--- src/rtl/humidity_pkg.sv ---
// Shared types and widths for the soil-humidity scan controller.
// Holds the scan FSM encoding, datapath widths and the dry-flag hysteresis rule.
package humidity_pkg;

    localparam int VOLT_W         = 12;
    localparam int HUM_W          = 10;
    localparam int ACC_W          = 12;
    localparam int SAMPLES_PER_CH = 4;

    typedef enum logic [2:0] {
        ST_IDLE     = 3'd0,
        ST_START    = 3'd1,
        ST_WAIT_ADC = 3'd2,
        ST_CONV     = 3'd3,
        ST_CAPTURE  = 3'd4,
        ST_PUBLISH  = 3'd5
    } scan_state_e;

    // Release threshold is widened by one bit so thresh + hyst cannot wrap.
    function automatic logic dry_next(
        input logic             cur,
        input logic [HUM_W-1:0] hum,
        input logic [HUM_W-1:0] thresh,
        input logic [HUM_W:0]   hyst
    );
        logic [HUM_W:0] release_lvl;
        release_lvl = {1'b0, thresh} + hyst;
        if (hum < thresh) begin
            dry_next = 1'b1;
        end else if ({1'b0, hum} >= release_lvl) begin
            dry_next = 1'b0;
        end else begin
            dry_next = cur;
        end
    endfunction

endpackage

--- src/rtl/scan_tick_gen.sv ---
// Free-running scan period counter: one-cycle tick every SCAN_PERIOD clocks
// while enabled, held at zero while disabled.
module scan_tick_gen #(
    parameter int SCAN_PERIOD = 50_000_000
) (
    input  logic clk,
    input  logic rst,
    input  logic enable,
    output logic tick
);

    localparam int               CNT_W    = (SCAN_PERIOD > 1) ? $clog2(SCAN_PERIOD) : 1;
    localparam logic [CNT_W-1:0] LAST_CNT = CNT_W'(SCAN_PERIOD - 1);

    logic [CNT_W-1:0] cnt_r;
    logic             tick_r;

    // Period counter and registered tick pulse.
    always_ff @(posedge clk) begin
        if (rst) begin
            cnt_r  <= {CNT_W{1'b0}};
            tick_r <= 1'b0;
        end else if (!enable) begin
            cnt_r  <= {CNT_W{1'b0}};
            tick_r <= 1'b0;
        end else if (cnt_r == LAST_CNT) begin
            cnt_r  <= {CNT_W{1'b0}};
            tick_r <= 1'b1;
        end else begin
            cnt_r  <= cnt_r + CNT_W'(1);
            tick_r <= 1'b0;
        end
    end

    assign tick = tick_r;

endmodule

--- src/rtl/humidity_scan_ctrl.sv ---
// Periodic multi-channel soil-humidity scanner: requests ADC samples, converts
// them through the shared converter, averages four per channel and flags dry soil.
module humidity_scan_ctrl
    import humidity_pkg::*;
#(
    parameter int NUM_CH      = 4,
    parameter int SCAN_PERIOD = 50_000_000,
    parameter int ADC_TIMEOUT = 1024,
    parameter int HYST        = 20
) (
    input  logic              clk,
    input  logic              rst,
    input  logic              enable,
    output logic              adc_start,
    output logic [1:0]        adc_chan,
    input  logic              adc_done,
    input  logic [VOLT_W-1:0] adc_data,
    output logic [VOLT_W-1:0] conv_voltage,
    input  logic [HUM_W-1:0]  conv_humidity,
    input  logic [HUM_W-1:0]  dry_thresh,
    output logic              hum_valid,
    output logic [1:0]        hum_chan,
    output logic [HUM_W-1:0]  hum_value,
    output logic [NUM_CH-1:0] dry_flags,
    output logic [NUM_CH-1:0] adc_err,
    output logic              busy
);

    localparam int              TO_W     = $clog2(ADC_TIMEOUT + 1);
    localparam logic [TO_W-1:0] LAST_TO  = TO_W'(ADC_TIMEOUT - 1);
    localparam logic [1:0]      LAST_CH  = 2'(NUM_CH - 1);
    localparam logic [1:0]      LAST_IDX = 2'(SAMPLES_PER_CH - 1);
    localparam logic [HUM_W:0]  HYST_C   = (HUM_W + 1)'(HYST);

    scan_state_e        state_r;
    scan_state_e        state_nxt;
    logic               tick_s;
    logic               timeout_s;
    logic               abort_s;
    logic               last_ch_s;
    logic [ACC_W-1:0]   acc_sum_s;
    logic [1:0]         ch_r;
    logic [1:0]         idx_r;
    logic [TO_W-1:0]    to_cnt_r;
    logic [ACC_W-1:0]   acc_r;
    logic               abort_r;
    logic               busy_r;
    logic               adc_start_r;
    logic               hum_valid_r;
    logic [1:0]         hum_chan_r;
    logic [HUM_W-1:0]   hum_value_r;
    logic [VOLT_W-1:0]  conv_voltage_r;
    logic [NUM_CH-1:0]  dry_flags_r;
    logic [NUM_CH-1:0]  adc_err_r;

    scan_tick_gen #(
        .SCAN_PERIOD(SCAN_PERIOD)
    ) u_tick (
        .clk   (clk),
        .rst   (rst),
        .enable(enable),
        .tick  (tick_s)
    );

    // Once enable drops mid-scan, the in-flight conversion still completes but is discarded.
    assign abort_s   = abort_r | ~enable;
    assign timeout_s = (to_cnt_r == LAST_TO);
    assign last_ch_s = (ch_r == LAST_CH);
    assign acc_sum_s = acc_r + {{(ACC_W - HUM_W){1'b0}}, conv_humidity};

    // Next-state decode for the scan sequencer.
    always_comb begin
        state_nxt = state_r;
        case (state_r)
            ST_IDLE: begin
                if (tick_s && enable) state_nxt = ST_START;
                else                  state_nxt = ST_IDLE;
            end
            ST_START: begin
                state_nxt = ST_WAIT_ADC;
            end
            ST_WAIT_ADC: begin
                if (adc_done || timeout_s) begin
                    if (abort_s)        state_nxt = ST_IDLE;
                    else if (adc_done)  state_nxt = ST_CONV;
                    else if (last_ch_s) state_nxt = ST_IDLE;
                    else                state_nxt = ST_START;
                end else begin
                    state_nxt = ST_WAIT_ADC;
                end
            end
            ST_CONV: begin
                state_nxt = ST_CAPTURE;
            end
            ST_CAPTURE: begin
                if (abort_s)                state_nxt = ST_IDLE;
                else if (idx_r == LAST_IDX) state_nxt = ST_PUBLISH;
                else                        state_nxt = ST_START;
            end
            ST_PUBLISH: begin
                if (abort_s || last_ch_s) state_nxt = ST_IDLE;
                else                      state_nxt = ST_START;
            end
            default: begin
                state_nxt = ST_IDLE;
            end
        endcase
    end

    // Sequencer state, datapath registers and registered outputs.
    always_ff @(posedge clk) begin
        if (rst) begin
            state_r        <= ST_IDLE;
            ch_r           <= 2'd0;
            idx_r          <= 2'd0;
            to_cnt_r       <= {TO_W{1'b0}};
            acc_r          <= {ACC_W{1'b0}};
            abort_r        <= 1'b0;
            busy_r         <= 1'b0;
            adc_start_r    <= 1'b0;
            hum_valid_r    <= 1'b0;
            hum_chan_r     <= 2'd0;
            hum_value_r    <= {HUM_W{1'b0}};
            conv_voltage_r <= {VOLT_W{1'b0}};
            dry_flags_r    <= {NUM_CH{1'b0}};
            adc_err_r      <= {NUM_CH{1'b0}};
        end else begin
            state_r     <= state_nxt;
            busy_r      <= (state_nxt != ST_IDLE);
            adc_start_r <= (state_nxt == ST_START);
            hum_valid_r <= (state_nxt == ST_PUBLISH);
            to_cnt_r    <= (state_r == ST_WAIT_ADC) ? to_cnt_r + TO_W'(1) : {TO_W{1'b0}};

            if (state_nxt == ST_IDLE) abort_r <= 1'b0;
            else if (!enable)         abort_r <= 1'b1;
            else                      abort_r <= abort_r;

            case (state_r)
                ST_IDLE: begin
                    if (state_nxt == ST_START) begin
                        ch_r  <= 2'd0;
                        idx_r <= 2'd0;
                        acc_r <= {ACC_W{1'b0}};
                    end
                end
                ST_WAIT_ADC: begin
                    if (adc_done) begin
                        conv_voltage_r <= adc_data;
                    end else if (timeout_s) begin
                        adc_err_r[ch_r] <= 1'b1;
                        acc_r           <= {ACC_W{1'b0}};
                        idx_r           <= 2'd0;
                        if (!last_ch_s && !abort_s) ch_r <= ch_r + 2'd1;
                    end
                end
                ST_CAPTURE: begin
                    acc_r <= acc_sum_s;
                    idx_r <= idx_r + 2'd1;
                    if (state_nxt == ST_PUBLISH) begin
                        hum_value_r <= acc_sum_s[ACC_W-1 -: HUM_W];
                        hum_chan_r  <= ch_r;
                    end
                end
                ST_PUBLISH: begin
                    dry_flags_r[ch_r] <= dry_next(dry_flags_r[ch_r], hum_value_r, dry_thresh, HYST_C);
                    adc_err_r[ch_r]   <= 1'b0;
                    acc_r             <= {ACC_W{1'b0}};
                    idx_r             <= 2'd0;
                    if (!last_ch_s && !abort_s) ch_r <= ch_r + 2'd1;
                end
                default: begin
                    acc_r <= acc_r;
                end
            endcase
        end
    end

    assign adc_start    = adc_start_r;
    assign adc_chan     = ch_r;
    assign conv_voltage = conv_voltage_r;
    assign hum_valid    = hum_valid_r;
    assign hum_chan     = hum_chan_r;
    assign hum_value    = hum_value_r;
    assign dry_flags    = dry_flags_r;
    assign adc_err      = adc_err_r;
    assign busy         = busy_r;

endmodule

--- config.mk ---
export PLATFORM = sky130hd
export DESIGN_NAME = humidity_scan_ctrl
export DESIGN_NICKNAME = d
export VERILOG_FILES = /design/src/rtl/humidity_pkg.sv /design/src/rtl/scan_tick_gen.sv /design/src/rtl/humidity_scan_ctrl.sv
export SDC_FILE = /design/constraint.sdc
export NUM_CORES = 1
export LEC_CHECK = 0
export ABC_AREA = 1
export CELL_PAD_IN_SITES_DETAIL_PLACEMENT = 2
export CELL_PAD_IN_SITES_GLOBAL_PLACEMENT = 2
export CORE_MARGIN = 2
export CORE_UTILIZATION = 23
export DETAILED_ROUTE_END_ITERATION = 8
export PLACE_DENSITY_LB_ADDON = 0.1
export SLEW_MARGIN = 20
export SYNTH_ARGS = -nofsm -noshare
export SYNTH_HDL_FRONTEND = slang
export SYNTH_SLANG_ARGS = --single-unit
--- constraint.sdc ---
create_clock -name clk -period 3.1 [get_ports clk]
set_input_delay 0.465 -clock clk [delete_from_list [all_inputs] [get_ports clk]]
set_output_delay 0.465 -clock clk [all_outputs]
set_load 0.005 [all_outputs]
## After elaboration in Yosys (flattened, before gate mapping)

Index checks and enable logic that the tools add are counted.

- Add/sub/neg operators: 6
- $lt $le $gt $ge: 4
- Equal/unequal tests: 14
- Muxes and demuxes: 34
- Bitwise logic cells: 6
- Reductions and logical operators: 22

Operators with widths:

| kind | count |
|---|---|
| $pmux W12 S4 | 1 |
| $mux W12 | 3 |
| $add A26 B1 Y26 const B | 1 |
| $eq A26 B26 Y1 const B | 1 |
| $pmux W3 S6 | 1 |
| $mux W2 | 8 |
| $add A12 B10 Y12 | 1 |
| $add A10 B5 Y11 const B | 1 |
| $add A11 B1 Y11 const B | 1 |
| $eq A11 B10 Y1 const B | 1 |
| $ge A10 B11 Y1 | 1 |
| $lt A10 B10 Y1 | 1 |
| $mux W1 | 10 |
| $eq A3 B3 Y1 const B | 3 |
| $mux W3 | 3 |
| $mux W4 | 2 |
| $pmux W2 S4 | 1 |
| $pmux W4 S2 | 1 |
| $reduce_and A4 Y1 | 2 |
| $eq A3 B1 Y1 const B | 2 |
| $eq A3 B2 Y1 const B | 2 |
| $logic_not A3 Y1 | 2 |
| $ne A2 B2 Y1 const B | 3 |
| $pmux W2 S3 | 1 |
| other kinds (22) | 33 |

- Register bits after elaboration: 93
- Bits of input ports: 36
- Word-level logic and storage cells: 102

## Longest topological paths before layout

- Depth after elaboration: 9
- Mapped depth: 13
- Mapped depth without buffers: 13

## Hierarchy

A second synthesis with hierarchy kept.

- Cells, all modules: 738
- Area, all modules: 5286.3 um2

By module, submodules not included:

| module | instances | cells each | area an instance (um2) | seq. area each (um2) |
|---|---|---|---|---|
| humidity_scan_ctrl | 1 | 529 | 3858.7 | 1321.3 |
| scan_tick_gen | 1 | 209 | 1427.6 | 540.5 |

## Least setup slack after synthesis

OpenSTA, ideal clock, no wires.

- Path type: input-to-reg
- Start: input dry_thresh[2]
- End: register dry_flags_r[0] (netlist: dry_flags[0])
- Setup time: 0.109 ns
- Data arrival time: 1.971 ns
- Setup slack: 1.020 ns
- Stages: 13
- Cells stage by stage: ha_1 > nor2_1 > nor2_1 > xor2_1 > ha_1 > nand2_1 > o21a_1 > nor3_1 > nor2_1 > nand4_1 > nand3_1 > nand2_1 > inv_1

- Word-level cells in the longest chain between the ends: 7
- Elaborated cells between the ends (all ways): 8
- Classes of those cells: add/sub: 1; order compare: 2; mux: 5

RTL lines:

| element | line | text |
|---|---|---|
| from (decl) | humidity_scan_ctrl.sv:20 | `input logic [HUM_W-1:0] dry_thresh,` |
| $add A10 B5 Y11 | humidity_pkg.sv:27 | `release_lvl = {1'b0, thresh} + hyst;` |
| $ge A10 B11 Y1 | humidity_pkg.sv:30 | `end else if ({1'b0, hum} >= release_lvl) begin` |
| $mux W1 | humidity_pkg.sv:30 |  |
| $mux W1 (*) | humidity_pkg.sv:28 | `if (hum < thresh) begin` |
| $mux W1 (*) | humidity_scan_ctrl.sv:138 | `case (state_r)` |
| $mux W1 (*) | humidity_scan_ctrl.sv:112 | `if (rst) begin` |
| $bwmux W4 (*) | humidity_scan_ctrl.sv:165 | `dry_flags_r[ch_r] <= dry_next(dry_flags_r[ch_r], hum_value_r, dry_thresh, HYST_C);` |
| to (signal assigned) | humidity_scan_ctrl.sv:125 | `dry_flags_r <= {NUM_CH{1'b0}};` |
| to (signal, indexed assignment) | humidity_scan_ctrl.sv:165 |  |
| to (decl) | humidity_scan_ctrl.sv:53 | `logic [NUM_CH-1:0] dry_flags_r;` |

Every way passes the cells marked *; elsewhere a longest branch is shown, timed or not. The select of a mux whose other input is x is not followed.
A chain may end at the register's enable or synchronous reset.

## Worst setup path after layout

- Start: input dry_thresh[2]
- End: register dry_flags_r[3] (netlist: dry_flags[3])

The elaborated chain is that of the path after synthesis.

==> impl_metrics.json <==
{
  "outcome": "finished, final reports clean",
  "maximum_vdd_ir_drop_mv": 0.261,
  "areaGrowthSynthToFinish_pct": 26.1,
  "placeableCoreArea_um2": 21900,
  "timing.final.setup_violations": 0,
  "grt_pass1_wl_um": 26400,
  "drt-wirelength-per-cell_um": 14.8,
  "setup-tns-final_ns": 0,
  "via_per_inst": 4.50,
  "most_common_cell_in_the_synthesized_netlist": "nand2_1",
  "drt_first_pass_iters": 4,
  "synth_edf_count": 0,
  "fillers": 2564,
  "wp_data_arrival_ns": 2.81,
  "antenna_violations_before_repair": 0,
  "place.detailed.instances": 1032,
  "synthesis.area_per_instance_um2": 7.41,
  "hold_buffers": 0,
  "post-cts-setup-buffer-count": 0,
  "numCtsBuffers": 9,
  "fin_hold_ws_ns": 0.450,
  "mapped_cells": 692,
  "synth_sequential_area_ratio_pct": 36.3,
  "overall_die_area_um2": 23500,
  "yosysWarnings": 0,
  "clk_pin_slew_worst_paths_ns": 0.08,
  "cp.required_ns": 3.39,
  "drc": 0,
  "post-route-worst-setup-slack_ns": 0.587,
  "critical_path.max_fanout": 4,
  "pin_count": 73,
  "port_buffers": 72,
  "number_of_buffers_on_the_longest_clock_path": 2,
  "rsz0062_at_grt": "no",
  "antenna_violating_nets_post_route": 0,
  "synth.cell_area_um2": 5130,
  "timing.critical_path.from_type": "input port",
  "worst_rel_slew_slack_pct": 55.4,
  "setup.worst_path.class": "in2reg",
  "remaining_global_route_overflow": 0,
  "synth_top_cells_by_count": "nand2_1 (133), dfxtp_1 (93), inv_1 (84), nor2_1 (68), a21oi_1 (56)",
  "synth.largest_area_cell": "dfxtp_1",
  "cts_max_level": 3,
  "synth_largest_type_area_fraction_pct": 36.3,
  "first_iter_violations": 120,
  "routed_wirelength_um": 15500,
  "setup.worst_path.end_class": "flop",
  "core.rowCount": 54,
  "cts_sinks": 93,
  "slew_violations": 0,
  "max_freq_mhz": 398,
  "synth_cell_type_count": 45,
  "worst_slew_pin_slew_ns": 0.669,
  "post_cts.resized_instances": 0,
  "synth_nets": 765,
  "synth-seq-cells": 93,
  "vias_in_the_first_global_route": 5137,
  "antenna_cells": 0,
  "grt_util_all_layers_pct": 13.8,
  "cts-root-buf": "clkbuf_16",
  "stdcell_count": 1048,
  "maxcap_violations": 0,
  "die_height_um": 153,
  "powerDensity_nw_per_um2": 398,
  "grt_start_max_net_pins": 28,
  "clock-skew-final_ns": 0.0140,
  "hold_path.class": "reg2reg",
  "nets": 836,
  "total_leakage_power_nw": 2.51,
  "finalHoldViolCount": 0,
  "period_needed_ns": 2.51,
  "drive_gt1_share_pct": 9.51,
  "netlist_top_cells_area": "dfxtp_1 (36%), nand2_1 (9.7%), ha_1 (8.8%)",
  "power_mw": 2.58,
  "placement.setup.worst_slack_ns": 0.203,
  "floorplan.die.width_um": 153,
  "routabilityCongestion": 0.773,
  "clock_latency_on_the_worst_skew_pair_ns": 0.35,
  "floorplan.initialDensity_pct": 23.4,
  "tritoncts": "done",
  "final.period_utilization_pct": 81.1,
  "num_vias": 4719,
  "synth-async-reset-ratio_pct": 0,
  "place_hpwl_um": 12300,
  "synth_ff_type": "dfxtp_1"
}
==> report_power, final <==
| group | switching (mW) | total [mW] | internal (mW) |
|---|---|---|---|
| clock network | 0.508 | 1.22 | 0.717 |
| registers | 0.000977 | 1.20 | 1.19 |
| logic | 0.0850 | 0.154 | 0.0695 |
==> metal layers <==
metal | share of wire [%] | GRT usage, % | up-vias
met5 | 0 | 0 | -
met4 | 1.1 | 3.54 | 0
met3 | 2.4 | 2.27 | 8
met2 | 49 | 24.6 | 34
met1 | 47 | 17.2 | 2275
li1 | - | - | 2402
==> flip-flops by register name, summed over array words and instances, names as in the netlist, named ones only <==
| name | flops |
|---|---|
| to_cnt_r | 11 |
| hum_chan | 2 |
| hum_value | 10 |
| u_tick.cnt_r | 26 |
| adc_chan | 2 |
| acc_r | 12 |
| idx_r | 2 |
| abort_r | 1 |
| state_r | 3 |
| busy | 1 |
| hum_valid | 1 |
| conv_voltage | 12 |
| adc_start | 1 |
| dry_flags | 4 |
| u_tick.tick | 1 |
==> critical path, stage by stage <==
cell and delay, ns:
clkdlybuf4s50_1 0.54, ha_1 0.21, nor2_1 0.05, nor2_1 0.19, nand2_1 0.11, xor2_1 0.15
ha_1 0.32, a21oi_1 0.14, o21ai_0 0.11, nor2_1 0.12, nand4_1 0.17, nand3_1 0.12
nand2_1 0.06, inv_1 0.04
==> through the flow <==
step                      utilization [%]  cell area [um2]
after floorplan                         -             5130
after global placement               28.1             6150
after detailed placement             28.1             6150
after CTS                            29.6             6470
after global routing                 29.6             6470
final                                29.6             6470
==> worst paths after layout <==
check | depth (start not counted) | startpoint | to | slack, ns
max reg2reg | 9 | state_r[0] | acc_r[1] | 0.99
max | 14 | dry_thresh[2] | dry_flags[3] | 0.59
min | 1 | to_cnt_r[0] | to_cnt_r[0] | 0.45
min reg2reg | 1 | to_cnt_r[0] | to_cnt_r[0] | 0.45
==> cells in the final DEF (no fill, tap or decap), types with 4 or more instances in the layout <==
cell type and n:
a211oi_1 5, a21oi_1 56, a21oi_2 11, buf_4 5, clkbuf_16 9, clkdlybuf4s50_1 71, dfxtp_1 93, ha_1 36
inv_1 84, nand2_1 133, nand2_2 16, nand3_1 35, nand4_1 16, nor2_1 68, nor2_2 7, nor3_1 18
nor3b_1 8, nor4_1 5, o21a_1 9, o21ai_0 18, or2_2 5, xnor2_1 4, xor2_1 14
==> cells by family (layout without fill, tap and decap cells) <==
logic type               Yosys count  after routing  synth area share, %
flip-flops                        93             93                 36.3
adder cells (fa/ha/maj)           37             37                 9.17
AND/OR/NAND/NOR                  326            326                 30.1
buffers and inverters            105            181                 8.10
XOR/XNOR                          18             18                 3.07
AO/OA/AOI/OAI                    113            113                 13.3
==> area by class of cell <==
cell class / instances / area, um2 / share of cell area [%]
well taps: 280 / 350 / 5.41
inverters: 88 / 330 / 5.10
clock inverters: 6 / 93.8 / 1.45
multi-input cells: 494 / 2850 / 44.1
flip-flops and latches: 93 / 1860 / 28.8
clock buffers: 10 / 229 / 3.54
repair buffers: 77 / 753 / 11.6
(Power assumes the default switching activity.)
